**config.mk**
```make
export PLATFORM = sky130hd
export DESIGN_NAME = sec32_check_encoder_flat
export DESIGN_NICKNAME = d
export VERILOG_FILES = /design/src/rtl/sec32_check_encoder_if.sv /design/src/rtl/sec32_check_encoder.sv /design/src/flat_wrapper.sv
export SDC_FILE = /design/constraint.sdc
export NUM_CORES = 1
export LEC_CHECK = 0
export ABC_AREA = 1
export BUFFER_PORTS_ARGS = -buffer_cell sky130_fd_sc_hd__buf_2
export CAP_MARGIN = 40
export CORE_MARGIN = 2
export CORE_UTILIZATION = 50
export DETAILED_ROUTE_END_ITERATION = 16
export PLACE_DENSITY = 0.86
export SLEW_MARGIN = 15
export SYNTH_ARGS = -nofsm -noshare
export SYNTH_HDL_FRONTEND = slang
export SYNTH_SLANG_ARGS = --single-unit
export TNS_END_PERCENT = 30
```
**constraint.sdc**
```tcl
create_clock -name clk -period 4.78 [get_ports clk]
set_input_delay 1.434 -clock clk [delete_from_list [all_inputs] [get_ports clk]]
set_output_delay 1.434 -clock clk [all_outputs]
set_load 0.1 [all_outputs]
```
**src/rtl/sec32_check_encoder_if.sv**
```systemverilog
// Stream bundle between the data source, the SEC check encoder and the link.
// Carries key loading, the input word handshake and the encoded output word.
interface sec32_check_encoder_if #(
    parameter int CNT_W = 16
);
    logic             key_load;
    logic [7:0]       key_in;
    logic             in_valid;
    logic             in_ready;
    logic [31:0]      in_data;
    logic             out_valid;
    logic             out_ready;
    logic [31:0]      out_data;
    logic [7:0]       out_check;
    logic             keyed;
    logic [CNT_W-1:0] word_cnt;

    modport master (
        output key_load, key_in, in_valid, in_data, out_ready,
        input  in_ready, out_valid, out_data, out_check, keyed, word_cnt
    );

    modport slave (
        input  key_load, key_in, in_valid, in_data, out_ready,
        output in_ready, out_valid, out_data, out_check, keyed, word_cnt
    );
endinterface

```
**src/rtl/sec32_check_encoder.sv**
```systemverilog
// Keyed 8-bit check-bit generator for the c1355 32-bit SEC corrector.
// Two-stage valid/ready pipeline; check bits are masked by key_reg ^ KEY_CORRECT.
module sec32_check_encoder #(
    parameter logic [7:0] KEY_CORRECT = 8'b10100010,
    parameter int         CNT_W       = 16
) (
    input  logic                 clk,
    input  logic                 rst,
    sec32_check_encoder_if.slave bus
);
    typedef enum logic [1:0] {UNKEYED, RUN, REKEY} state_t;

    // Row i selects the data bits feeding parity bit i.
    localparam logic [7:0][31:0] PMASK = {
        32'h8888F0F0, 32'h44440F0F, 32'h2222FF00, 32'h111100FF,
        32'hF0F08888, 32'h0F0F4444, 32'hFF002222, 32'h00FF1111
    };

    state_t           state_q, state_d;
    logic [7:0]       key_q, key_d;
    logic [7:0]       pend_q, pend_d;
    logic             keyed_q, keyed_d;
    logic             s1_vld_q, s2_vld_q;
    logic [31:0]      s1_data_q, s2_data_q;
    logic [7:0]       s1_par_q, s1_mask_q, s2_chk_q;
    logic [CNT_W-1:0] cnt_q;
    logic [7:0]       par;
    logic             s1_load, s2_load, in_rdy, accept, xfer;

    assign xfer    = s2_vld_q & bus.out_ready;
    assign s2_load = ~s2_vld_q | bus.out_ready;
    assign s1_load = ~s1_vld_q | s2_load;
    assign accept  = bus.in_valid & in_rdy;

    always_comb begin
        par = '0;
        for (int i = 0; i < 8; i++) begin
            par[i] = ^(bus.in_data & PMASK[i]);
        end
    end

    always_comb begin
        state_d = state_q;
        key_d   = key_q;
        pend_d  = pend_q;
        keyed_d = keyed_q;
        in_rdy  = 1'b0;
        case (state_q)
            UNKEYED: begin
                if (bus.key_load) begin
                    key_d   = bus.key_in;
                    keyed_d = 1'b1;
                    state_d = RUN;
                end
            end
            RUN: begin
                in_rdy = s1_load;
                if (bus.key_load) begin
                    pend_d  = bus.key_in;
                    state_d = REKEY;
                end
            end
            REKEY: begin
                if (bus.key_load) pend_d = bus.key_in;
                // Switch keys only once no word tagged with the old mask remains.
                if (!s1_vld_q && !s2_vld_q) begin
                    key_d   = pend_d;
                    state_d = RUN;
                end
            end
            default: state_d = UNKEYED;
        endcase
    end

    always_ff @(posedge clk or posedge rst) begin
        if (rst) begin
            state_q <= UNKEYED;
            key_q   <= '0;
            pend_q  <= '0;
            keyed_q <= 1'b0;
        end else begin
            state_q <= state_d;
            key_q   <= key_d;
            pend_q  <= pend_d;
            keyed_q <= keyed_d;
        end
    end

    always_ff @(posedge clk or posedge rst) begin
        if (rst) begin
            s1_vld_q  <= 1'b0;
            s1_data_q <= '0;
            s1_par_q  <= '0;
            s1_mask_q <= '0;
            s2_vld_q  <= 1'b0;
            s2_data_q <= '0;
            s2_chk_q  <= '0;
        end else begin
            if (s1_load) s1_vld_q <= accept;
            if (accept) begin
                s1_data_q <= bus.in_data;
                s1_par_q  <= par;
                s1_mask_q <= key_q ^ KEY_CORRECT;
            end
            if (s2_load) s2_vld_q <= s1_vld_q;
            if (s2_load && s1_vld_q) begin
                s2_data_q <= s1_data_q;
                s2_chk_q  <= s1_par_q ^ s1_mask_q;
            end
        end
    end

    always_ff @(posedge clk or posedge rst) begin
        if (rst) cnt_q <= '0;
        else if (xfer) cnt_q <= cnt_q + 1'b1;
    end

    assign bus.in_ready  = in_rdy;
    assign bus.out_valid = s2_vld_q;
    assign bus.out_data  = s2_data_q;
    assign bus.out_check = s2_chk_q;
    assign bus.keyed     = keyed_q;
    assign bus.word_cnt  = cnt_q;
endmodule

```
**src/flat_wrapper.sv**
```systemverilog
// flat-port wrapper written by rule: the top's interface ports become plain ports
module sec32_check_encoder_flat 
#(
    parameter logic [7:0] KEY_CORRECT = 8'b10100010,
    parameter int         CNT_W       = 16
)
  (clk, rst, bus_key_load, bus_key_in, bus_in_valid, bus_in_data, bus_out_ready, bus_in_ready, bus_out_valid, bus_out_data, bus_out_check, bus_keyed, bus_word_cnt);
  sec32_check_encoder_if #(.CNT_W(CNT_W)) bus_i ();
  input  logic clk;
  input  logic rst;
  input wire logic [$bits(bus_i.key_load)-1:0] bus_key_load;
  input wire logic [$bits(bus_i.key_in)-1:0] bus_key_in;
  input wire logic [$bits(bus_i.in_valid)-1:0] bus_in_valid;
  input wire logic [$bits(bus_i.in_data)-1:0] bus_in_data;
  input wire logic [$bits(bus_i.out_ready)-1:0] bus_out_ready;
  output wire logic [$bits(bus_i.in_ready)-1:0] bus_in_ready;
  output wire logic [$bits(bus_i.out_valid)-1:0] bus_out_valid;
  output wire logic [$bits(bus_i.out_data)-1:0] bus_out_data;
  output wire logic [$bits(bus_i.out_check)-1:0] bus_out_check;
  output wire logic [$bits(bus_i.keyed)-1:0] bus_keyed;
  output wire logic [$bits(bus_i.word_cnt)-1:0] bus_word_cnt;
  assign bus_i.key_load = bus_key_load;
  assign bus_i.key_in = bus_key_in;
  assign bus_i.in_valid = bus_in_valid;
  assign bus_i.in_data = bus_in_data;
  assign bus_i.out_ready = bus_out_ready;
  assign bus_in_ready = bus_i.in_ready;
  assign bus_out_valid = bus_i.out_valid;
  assign bus_out_data = bus_i.out_data;
  assign bus_out_check = bus_i.out_check;
  assign bus_keyed = bus_i.keyed;
  assign bus_word_cnt = bus_i.word_cnt;
  sec32_check_encoder #(.KEY_CORRECT(KEY_CORRECT), .CNT_W(CNT_W)) u_core (.clk(clk), .rst(rst), .bus(bus_i));
endmodule
```
=== Word-level counts from Yosys, hierarchy flattened ===
Index checks and enable logic that the tools add are counted.

* Latch bits: 0
* Output and inout bits: 59
* ROM bits: 0
* Input port bits: 45
* Memory bits (writable): 0
* Memories kept: 0
* Logic and storage cells: 53
* Register bits after elaboration: 125

* Shift operators: 0
* $add $sub $neg: 1
* Equal/unequal tests: 5
* Bitwise logic cells: 8
* Divide/modulo/power cells: 0
* $lt $le $gt $ge: 0
* Multiply operators: 0
* Reductions and logical operators: 18
* Multiplexer cells: 9

{| class="wikitable"
|+ Operators with widths
! kind !! number
|-
| parity 32 bit || 8
|-
| two-way mux 8 bit || 3
|-
| adder 16 x 1 -> 16 bit, second input constant || 1
|-
| case mux 8 bit (2 select lines) || 1
|-
| bitwise XOR 8 bit || 1
|-
| two-way mux 2 bit || 3
|-
| case mux 2 bit (3 select lines) || 1
|-
| AND reduction 3 bit || 2
|-
| != test 2 bit, second input constant || 2
|-
| NOT 3 bit || 1
|-
| AND 1 bit || 2
|-
| equality test 2 x 1 -> 1 bit, second input constant || 1
|-
| equality test 2 bit, second input constant || 1
|-
| logical AND 1 bit || 2
|-
| logical NOT 1 bit || 2
|-
| logical NOT 2 bit || 1
|-
| != test 2 x 1 -> 1 bit, second input constant || 1
|-
| NOT 1 bit || 2
|-
| OR 1 bit || 2
|-
| AND reduction 2 bit || 1
|-
| nonzero test 2 bit || 1
|-
| OR reduction 2 bit || 1
|-
| two-way mux 1 bit || 1
|}

=== Longest topological paths before layout ===
Gate-level depths: netlist of the first run.

* Word-level depth: 5
* Mapped depth: 11

=== Worst setup path after synthesis of the first run ===
No wires, ideal clock.

* Kind: input -> output
* Start: input bus_out_ready
* End: output bus_in_ready
* Required time: 3.346 ns
* Buffers on the path: 0
* Data arrival time: 2.214 ns
* Stages: 4
* Setup slack: 1.132 ns
* Cell sequence: inv_1 -> nand3_1 -> nand2_1 -> inv_1

* Cells in the longest elaborated chain, start to end: 3

{| class="wikitable"
|+ Ends and longest elaborated chain
! item !! line !! RTL
|-
| start, declared || flat_wrapper.sv:15 || <nowiki>input wire logic [$bits(bus_i.out_ready)-1:0] bus_out_ready;</nowiki>
|-
| OR 1 bit || sec32_check_encoder.sv:31 || <nowiki>assign s2_load = ~s2_vld_q | bus.out_ready;</nowiki>
|-
| OR 1 bit || sec32_check_encoder.sv:32 || <nowiki>assign s1_load = ~s1_vld_q | s2_load;</nowiki>
|-
| two-way mux 1 bit || sec32_check_encoder.sv:48 || <nowiki>case (state_q)</nowiki>
|-
| end, declared || flat_wrapper.sv:16 || <nowiki>output wire logic [$bits(bus_i.in_ready)-1:0] bus_in_ready;</nowiki>
|}

Every way passes these cells.

=== Final worst setup path of the first run ===
Ends and elaborated chain as after synthesis.

==> qor.yml, run 1 <==
global_route:
  grt.overflow.total: 0
  grt_pass1_vias: 5057
  grt_usage_pct: 22.0
  grt_pass1_wl_mm: 23.3
  grt_max_degree: 59
  antenna_found_initial: 0
pwr:
  p_int_mw: 2.90
  netSwitchingFraction_pct: 47.9
  fin_total_pwr_mw: 5.57
  combPwrFrac_pct: 44.4
  power_density_mw_per_mm2: 736
  irDropWorstVdd_mv: 0.407
  power_switching_mw: 2.66
  p_seq_share_pct: 31.6
  pwr-share-clk_pct: 24.0
  p_leak_nw: 4.23
clocking:
  cts_buffers: 17
  clk_path_buf_depth: 2
  ctsHoldBuffers: 0
  clk_latency_ns: 0.41
  cts_tree: "yes"
  htree_levels: 4
  cts-root-buf: "clkbuf_16"
  clkTransAtPathRegs_ns: 0.05
  post_cts_buffers: 0
  clock_sinks: 125
  ctsResizeCount: 0
worst_setup_path:
  worstPathRequired_ns: 3.35
  cp-start-kind: "primary input"
  regToRegSetupSlack_ns: 2.81
  reg2reg_from: "u_core.state_q[0]"
  critPathKind: "in2out"
  reg2reg_depth: 7
  crit_arrival_ns: 2.21
  crit_path_max_fanout: 2
  worstReg2RegEnd: "u_core.key_q[6]"
  cp-end-kind: "output port"
layout:
  area_delta_synth_final_pct: 21.3
  drive_gt1_share_pct: 16.8
  final_common_cell: "nand2_1"
  final_cell_mix: "nand2_1 (388), dfrtp_1 (125), buf_2 (103)"
  final_cell_area_mm2: 0.00756
  fin_nets: 959
  fin_cells: 1090
  diodes: 0
sta:
  fin_skew_ns: 0.00518
  tightestPinTransition_ns: 0.519
  fin_setup_tns_ns: 0
  fmax_ghz: 0.275
  layout_setup_ws_ns: 1.14
  fin_crit_ns: 3.64
  setup_violations: 0
  slew_headroom_pct: 65.4
  period_share_pct: 76.2
  grt_setup_unrepaired: "no"
  hold_viol_final: 0
  report.final.slew_viol_count: 0
floorplan:
  die_area_mm2: 0.0134
  die_w_um: 116
  rows: 40
  io_pins: 104
  die_y_um: 116
  initial_core_util_pct: 51.5
  coreArea_mm2: 0.0121
synth:
  synth_seq_cells: 125
  synth_area_leaders: "dfrtp_1 (50%), nand2_1 (23%), o21ai_0 (6.0%)"
  synth_area_mm2: 0.00623
  syn_inst: 803
  seq_area_frac_synth_pct: 50.2
  yosys.area.top_type_share_pct: 50.2
  yosysTopAreaCell: "dfrtp_1"
  avgSynthCellArea_um2: 7.76
  yosysWarnings: 0
  yosysUniqueCellTypes: 27
  synth_nets: 852
place:
  gp_congestion: 0.893
  placed_cells: 1059
  place_area_mm2: 0.00695
  pre_cts_slack_ns: 1.14
  numPortBuffers: 103
  hpwl_mm: 9.50
route:
  avgViaCountPerCell: 4.83
  firstDrtPassIters: 5
  wl_mm: 13.6
  vias: 5269
  drc: 0
  ant_nets: 0
  drt_iter0_markers: 577
  wl_per_cell_um: 12.5
min_path:
  min_path_cells: 1
  hp-class: "reg2reg"
  hold-path-endpoint: "u_core.s1_mask_q[5]"
  hp-start: "u_core.key_q[5]"
job:
  max-cap-violations: 0
status:
  outcome: "complete, no violations"
-- state kept, by name (all words and copies together) (netlist names), 8 cells and up --
| name | cells |
|---|---|
| u_core.s1_mask_q | 8 |
| u_core.s1_data_q | 32 |
| u_core.s1_par_q | 8 |
| u_core.key_q | 8 |
| u_core.pend_q | 8 |
| u_core.bus.out_check | 8 |
| u_core.bus.word_cnt | 16 |
| u_core.bus.out_data | 32 |
-- power by group through the flow --
stage	logic, mW	registers, mW	clock network [mW]
final	2.47	1.76	1.34
after global routing	2.70	1.82	1.41
after CTS	2.49	1.76	1.36
after detailed placement	2.47	1.76	0
after global placement	2.40	1.75	0
after floorplan	0.887	2.87	0
-- metal layers --
| layer | part of all wire (%) | global-route usage [%] | wire [um] |
|---|---|---|---|
| met1 | 46 | 29.2 | 6270 |
| met2 | 48 | 35.9 | 6500 |
| met3 | 4.3 | 5.02 | 581 |
| met4 | 1.7 | 7.78 | 235 |
| met5 | 0 | 0 | 0 |
-- Yosys cell counts --
master      n
xnor2_1    33
nand2_1   388
inv_2       2
nand3_4     1
clkbuf_1    8
o21ai_0    75
buf_2      11
nor2_1      6
clkinv_2    1
mux2_2      3
buf_4       2
a21o_1      1
o211ai_1    1
nand4_2     1
nor3_1      2
ha_1        4
nand2_2     4
xor2_1     15
nor2_2      2
nor2_4      2
clkbuf_2    1
nand3_1    22
dfrtp_1   125
nand4_1     5
inv_1      80
mux2i_1     5
nand3b_1    3
-- cell type report --
class	instances	area, um2
Clock inverter	10	164
Fill cell	1071	4550
Inverter	83	315
Timing Repair Buffer	110	608
Sequential cell	125	3130
Tap cell	168	210
Multi-Input combinational cell	573	2690
Clock buffer	21	450
-- critical path: stages --
cell,delay [ns]
buf_2,0.09
inv_1,0.05
nand3_1,0.07
nand2_1,0.06
inv_1,0.07
buf_2,0.43
-- worst max path at each step --
| stage | depth (start not counted) | endpoint | startpoint |
|---|---|---|---|
| after global placement | 6 | bus_in_ready | bus_out_ready |
| after floorplan | 1 | u_core.bus.keyed | rst |
| after detailed placement | 6 | bus_in_ready | bus_out_ready |
| final | 6 | bus_in_ready | bus_out_ready |
| after global routing | 6 | bus_in_ready | bus_out_ready |
| after CTS | 6 | bus_in_ready | bus_out_ready |
-- through the flow --
stage	hold slack, ns	util, %
final	0.456	62.4
after global routing	0.492	62.4
after CTS	0.462	62.4
after detailed placement	0.453	57.4
after global placement	0.435	56.9
after floorplan	0.440	-
-- logic make-up after synthesis --
kind of cell	synth area share, %
adders and majority gates	0.803
and+or+nand+nor	28.0
muxes	1.34
AOI/OAI and AO/OA	6.26
buffers and inverters	6.70
xor gates and xnor gates	6.74
DFF	50.2
Note: power is estimated with default switching activity, not from simulation.
==> run 2, diff against run 1 <==
--- a/config.mk
+++ b/config.mk
@@ -5,13 +5,13 @@
 export SDC_FILE = /design/constraint.sdc
 export NUM_CORES = 1
 export LEC_CHECK = 0
-export ABC_AREA = 1
+export ABC_AREA = 0
 export BUFFER_PORTS_ARGS = -buffer_cell sky130_fd_sc_hd__buf_2
 export CAP_MARGIN = 40
 export CORE_MARGIN = 2
 export CORE_UTILIZATION = 50
 export DETAILED_ROUTE_END_ITERATION = 16
-export PLACE_DENSITY = 0.86
+export PLACE_DENSITY = 0.84
 export SLEW_MARGIN = 15
 export SYNTH_ARGS = -nofsm -noshare
 export SYNTH_HDL_FRONTEND = slang
==> constraint.sdc (replaced) <==
create_clock -name clk -period 3.4 [get_ports clk]
set_input_delay 1.02 -clock clk [delete_from_list [all_inputs] [get_ports clk]]
set_output_delay 1.02 -clock clk [all_outputs]
set_load 0.1 [all_outputs]
==> run 2 against run 1 <==
  * Cell area fell by 8.9%
  * Worst hold slack got worse by 0.0049 ns
  * Routed wire length fell by 21%
  * Register-to-register slack got worse by 1.1 ns
  * Non-clock buffer count fell by 3
  * Critical path depth fell by 2
  * Cell count fell by 38%
  * Synthesized cell count fell by 50%
  * Highest routed layer unchanged
==> qor.yml, run 2 <==
job:
  max-cap-violations: 0  # unchanged
floorplan:
  rows: 38  # -5.0%
  io_pins: 104  # unchanged
  coreArea_mm2: 0.0109  # -10%
  initial_core_util_pct: 51.3  # -0.21 points
  die_w_um: 110  # -5.2%
  die_y_um: 110  # -5.2%
  die_area_mm2: 0.0120  # -10%
sta:
  report.final.slew_viol_count: 0  # unchanged
  fmax_ghz: 0.347
  fin_setup_tns_ns: 0  # unchanged
  fin_skew_ns: 0.00961  # +0.00443 ns
  slew_headroom_pct: 56.9  # -8.5 points
  hold_viol_final: 0  # unchanged
  fin_crit_ns: 2.88
  grt_setup_unrepaired: "no"
  setup_violations: 0  # unchanged
  period_share_pct: 84.7
  tightestPinTransition_ns: 0.646  # +0.127 ns
min_path:
  hp-class: "reg2reg"
  min_path_cells: 1  # unchanged
synth:
  synth_seq_cells: 125  # unchanged
  synth_ff_type: "dfrtp_1"
  synth-compound-area-share_pct: 2.51  # -3.8 points
  yosysWarnings: 0  # unchanged
  muxShareOfSynthArea_pct: 18.4  # +17 points
  synthTopCellsByCount: "dfrtp_1 (125), mux2_1 (70), xnor2_1 (52)"
  syn_inst: 404  # -50%
  synth_most_common_cell: "dfrtp_1"
  yosys.area.top_type_share_pct: 56.1  # +5.9 points
  yosysUniqueCellTypes: 30  # +11%
  synth_area_leaders: "dfrtp_1 (56%), mux2_1 (14%), xnor2_1 (8.2%)"
  synth_area_mm2: 0.00558  # -10%
  synth-edff-count: 0  # unchanged
  avgSynthCellArea_um2: 13.8  # +78%
  async_flop_share_pct: 100  # unchanged
  synthAdderAreaFrac_pct: 0.897  # +0.094 points
  synth_top_family_by_area: "multiplexers"
  synth_nets: 453  # -47%
  synth-simple-area-share_pct: 5.65  # -22 points
  yosysTopAreaCell: "dfrtp_1"
  synth_xor_area_share_pct: 15.2  # +8.4 points
  seq_area_frac_synth_pct: 56.1  # +5.9 points
layout:
  diodes: 0  # unchanged
  fin_cells: 671  # -38%
  drive_gt1_share_pct: 31.1  # +14 points
  fin_nets: 567  # -41%
  final_common_cell: "dfrtp_1"
  area_delta_synth_final_pct: 23.5
  final_cell_mix: "dfrtp_1 (125), buf_2 (103), mux2_1 (70)"
  fin_util_pct: 63.3  # +0.87 points
worst_setup_path:
  worstPathRequired_ns: 2.38  # -0.97 ns
  crit_path_max_fanout: 5  # +3
  critPathKind: "in2out"
  cp-end-kind: "output port"
  max_stage_delay_ns: 0.42  # about the same
  cp-start-kind: "primary input"
  crit_chain: "buf_2 -> nand3b_1 -> and2_1 -> buf_2"
  reg2reg_depth: 4  # -3
  cp_slowest_cell: "buf_2"
  cp_common_cell: "buf_2"
  crit_arrival_ns: 1.86  # -0.35 ns
clocking:
  cts_buffers: 17  # unchanged
  cts-root-buf: "clkbuf_8"
  clock_sinks: 125  # unchanged
  cts_tree: "yes"
  clk_path_buf_depth: 2  # unchanged
  post_cts_buffers: 0  # unchanged
  htree_levels: 4  # unchanged
  ctsResizeCount: 0  # unchanged
  clkTransAtPathRegs_ns: 0.06  # about the same
  ctsHoldBuffers: 0  # unchanged
  clk_latency_ns: 0.51  # +0.10 ns
place:
  placed_cells: 639  # -40%
  hpwl_mm: 7.45  # -22%
  gp_congestion: 0.777  # -13%
  numPortBuffers: 103  # unchanged
route:
  wl_mm: 10.7  # -21%
  avgViaCountPerCell: 5.05  # +4.4%
  vias: 3386  # -36%
  ant_nets: 0  # unchanged
  firstDrtPassIters: 6  # +1
  drt_iter0_markers: 125  # -78%
  drc: 0  # unchanged
  wl_per_cell_um: 16.0  # +28%
global_route:
  grt.overflow.total: 0  # unchanged
  grt_pass1_vias: 3504  # -31%
  grt_usage_pct: 18.9  # -3.1 points
  grt_pass1_wl_mm: 17.1  # -27%
  grt_max_degree: 126  # +110%
  antenna_found_initial: 0  # unchanged
status:
  outcome: "complete, no violations"
[run 2: cell count changes after synthesis, sizes merged, moves of 4 or more]
| cell | before | now |
|---|---|---|
| nand3 | 23 | 7 |
| nand2 | 392 | 30 |
| clkbuf | 9 | 4 |
| o21ai | 75 | 25 |
| nor2 | 10 | 5 |
| inv | 82 | 5 |
| buf | 13 | 8 |
| nand2b | 0 | 4 |
| xnor2 | 33 | 58 |
| xnor3 | 0 | 8 |
| mux2 | 3 | 84 |
| nand4 | 6 | 2 |
[run 2: final timing paths]
kind	start	endpoint	slack [ns]
worst max-delay path	bus_out_ready	bus_in_ready	0.52
worst min-delay path	u_core.key_q[1]	u_core.s1_mask_q[1]	0.45
worst max register to register	u_core.bus.out_valid	u_core.bus.out_data[13]	1.72
worst min register to register	u_core.key_q[1]	u_core.s1_mask_q[1]	0.45
max in group asynchronous	rst	u_core.s1_data_q[19]	2.22
min in group asynchronous	rst	u_core.s1_data_q[3]	0.70
[run 2: cell families after synthesis]
group,after synthesis
adders and majority gates,4
DFF,125
buffers and inverters,17
muxes,92
AOI/OAI and AO/OA,27
xor gates and xnor gates,79
and+or+nand+nor,60
[run 2: stage by stage]
| stage | area, um2 | setup slack, ns | hold WS, ns |
|---|---|---|---|
| 6_report | 6890 | 0.519 | 0.451 |
| 5_1_grt | 6890 | 0.499 | 0.488 |
| 4_1_cts | 6890 | 0.526 | 0.452 |
| 3_5_place_dp | 6290 | 0.532 | 0.446 |
| 3_3_place_gp | 6280 | 0.546 | 0.436 |
| 2_1_floorplan | 5580 | 0.448 | 0.427 |
[run 2: critical path: cells and delay by family]
family / cells / cell delay, ns
buffers and inverters: 2 / 0.53
and+or+nand+nor: 2 / 0.30
[run 2: final cells by class]
| cell class | instances | area [um2] |
|---|---|---|
| Timing Repair Buffer | 107 | 583 |
| Tap cell | 140 | 175 |
| Fill cell | 835 | 3990 |
| Clock inverter | 12 | 169 |
| Clock buffer | 20 | 435 |
| Sequential cell | 125 | 3130 |
| Multi-Input combinational cell | 262 | 2380 |
| Inverter | 5 | 22.5 |
[run 2: layer usage]
metal	routed length, um	GRT usage, %
met1	4740	23.1
met2	5420	31.9
met3	382	5.22
met4	158	7.41
met5	0	0
Power of run 2 is not shown: default switching activity piles up to over one toggle a cycle in this logic, so the estimate is an artifact.
==> run 3, diff against run 2 <==
==> constraint.sdc (replaced) <==
create_clock -name clk -period 2.8 [get_ports clk]
set_input_delay 0.84 -clock clk [delete_from_list [all_inputs] [get_ports clk]]
set_output_delay 0.84 -clock clk [all_outputs]
set_load 0.1 [all_outputs]
==> run 3 against run 2 <==
  * Die area unchanged
  * Critical path type is now reg2out
  * Setup slack got worse by 0.19 ns
  * Clock skew decreased by 0.00068 ns
  * Sequential share of layout area decreased by 0.26 points
  * Global-route usage increased by 0.67 points
  * Worst hold slack got worse by 0.0076 ns
  * Flip-flop and latch count unchanged
==> qor.yml, run 3 (same netlist as run 2, synthesis figures left out) <==
status:
  outcome: "complete, no violations"
global_route:
  antenna_found_initial: 0  # unchanged
  grt_pass1_wl_mm: 17.5  # +1.9%
  grt.overflow.total: 0  # unchanged
  grt_max_degree: 56  # -56%
  grt_usage_pct: 19.6  # +0.67 points
  grt_pass1_vias: 3541  # +1.1%
clocking:
  cts-root-buf: "clkbuf_8"
  htree_levels: 4  # unchanged
  clk_path_buf_depth: 2  # unchanged
  clk_latency_ns: 0.52  # about the same
  post_cts_buffers: 0  # unchanged
  ctsHoldBuffers: 0  # unchanged
  cts_tree: "yes"
  clock_sinks: 125  # unchanged
  ctsResizeCount: 0  # unchanged
  cts_buffers: 17  # unchanged
  clkTransAtPathRegs_ns: 0.06  # about the same
worst_setup_path:
  crit_path_max_fanout: 4  # -1
  crit_arrival_ns: 1.63  # -0.23 ns
  critPathKind: "reg2out"
  cp-start-kind: "flip-flop"
  cp-end-kind: "output port"
  worstPathRequired_ns: 1.96  # -0.42 ns
floorplan:
  rows: 38  # unchanged
  die_y_um: 110  # unchanged
  coreArea_mm2: 0.0109  # unchanged
  die_area_mm2: 0.0120  # unchanged
  die_w_um: 110  # unchanged
  io_pins: 104  # unchanged
  initial_core_util_pct: 51.3  # unchanged
route:
  avgViaCountPerCell: 5.03  # -0.30%
  wl_per_cell_um: 16.0  # +0.32%
  firstDrtPassIters: 4  # -2
  drt_iter0_markers: 148  # +18%
  vias: 3386  # unchanged
  ant_nets: 0  # unchanged
  drc: 0  # unchanged
  wl_mm: 10.8  # +0.62%
layout:
  final_common_cell: "dfrtp_1"
  area_delta_synth_final_pct: 24.3
  fin_nets: 569  # +0.35%
  fin_cells: 673  # +0.30%
  drive_gt1_share_pct: 31.3  # +0.26 points
  final_cell_mix: "dfrtp_1 (125), buf_2 (102), mux2_1 (70)"
  diodes: 0  # unchanged
  fillCellCount: 830  # -0.60%
sta:
  fmax_ghz: 0.405
  grt_setup_unrepaired: "no"
  fin_setup_tns_ns: 0  # unchanged
  hold_viol_final: 0  # unchanged
  fin_crit_ns: 2.47
  period_share_pct: 88.3
  slew_headroom_pct: 51.0  # -5.9 points
  tightestPinTransition_ns: 0.733  # +0.0868 ns
  fin_skew_ns: 0.00893  # -0.000684 ns
  setup_violations: 0  # unchanged
  report.final.slew_viol_count: 0  # unchanged
place:
  gp_congestion: 0.783  # +0.84%
  hpwl_mm: 7.66  # +2.8%
  numPortBuffers: 103  # unchanged
  placed_cells: 641  # +0.31%
min_path:
  hp-class: "in2async"
job:
  max-cap-violations: 0  # unchanged
run 3: worst paths after layout:
path / start / endpoint / slack [ns] / cells after the start
worst max-delay path: u_core.state_q[1] / bus_in_ready / 0.33 / 4
worst max register to register: u_core.state_q[1] / u_core.s1_data_q[25] / 1.21 / 5
worst min register to register: u_core.key_q[1] / u_core.s1_mask_q[1] / 0.45 / 1
max in group asynchronous: rst / u_core.bus.out_data[31] / 1.68 / 3
worst min-delay path: rst / u_core.s1_mask_q[5] / 0.44 / 2
min in group clk: u_core.key_q[1] / u_core.s1_mask_q[1] / 0.45 / 1
run 3: metrics by stage:
stage	hold WS (ns)	utilization (%)	worst slack (ns)	cell area, um2
floorplan	0.427	-	0.106	5580
global placement	0.436	58.0	0.420	6310
detailed placement	0.447	58.0	0.401	6320
CTS	0.445	63.7	0.295	6930
global route	0.470	63.7	0.223	6930
finish	0.443	63.7	0.328	6930
run 3: layout make-up:
cell class	count	area, um2	area share [%]
Sequential cell	125	3130	45.1
Timing Repair Buffer	109	613	8.84
Inverter	5	22.5	0.325
Clock inverter	11	165	2.38
Clock buffer	21	449	6.48
Multi-Input combinational cell	262	2380	34.3
Tap cell	140	175	2.53
run 3: critical path, cell delays in order (launching register included):
cell and delay, ns:
dfrtp_1 0.40, inv_1 0.09, ha_1 0.24, and2_1 0.20, buf_12 0.18
run 3: metal layers:
metal / share of wire [%] / up-vias / wire (um) / global-route usage (%)
met5: 0 / - / 0 / 0
met4: 0.91 / 0 / 98 / 7.32
met3: 3.9 / 10 / 425 / 5.22
met2: 52 / 86 / 5570 / 33.2
met1: 43 / 1670 / 4680 / 24.0
li1: - / 1620 / - / -
Power of run 3 is left out for the same reason.
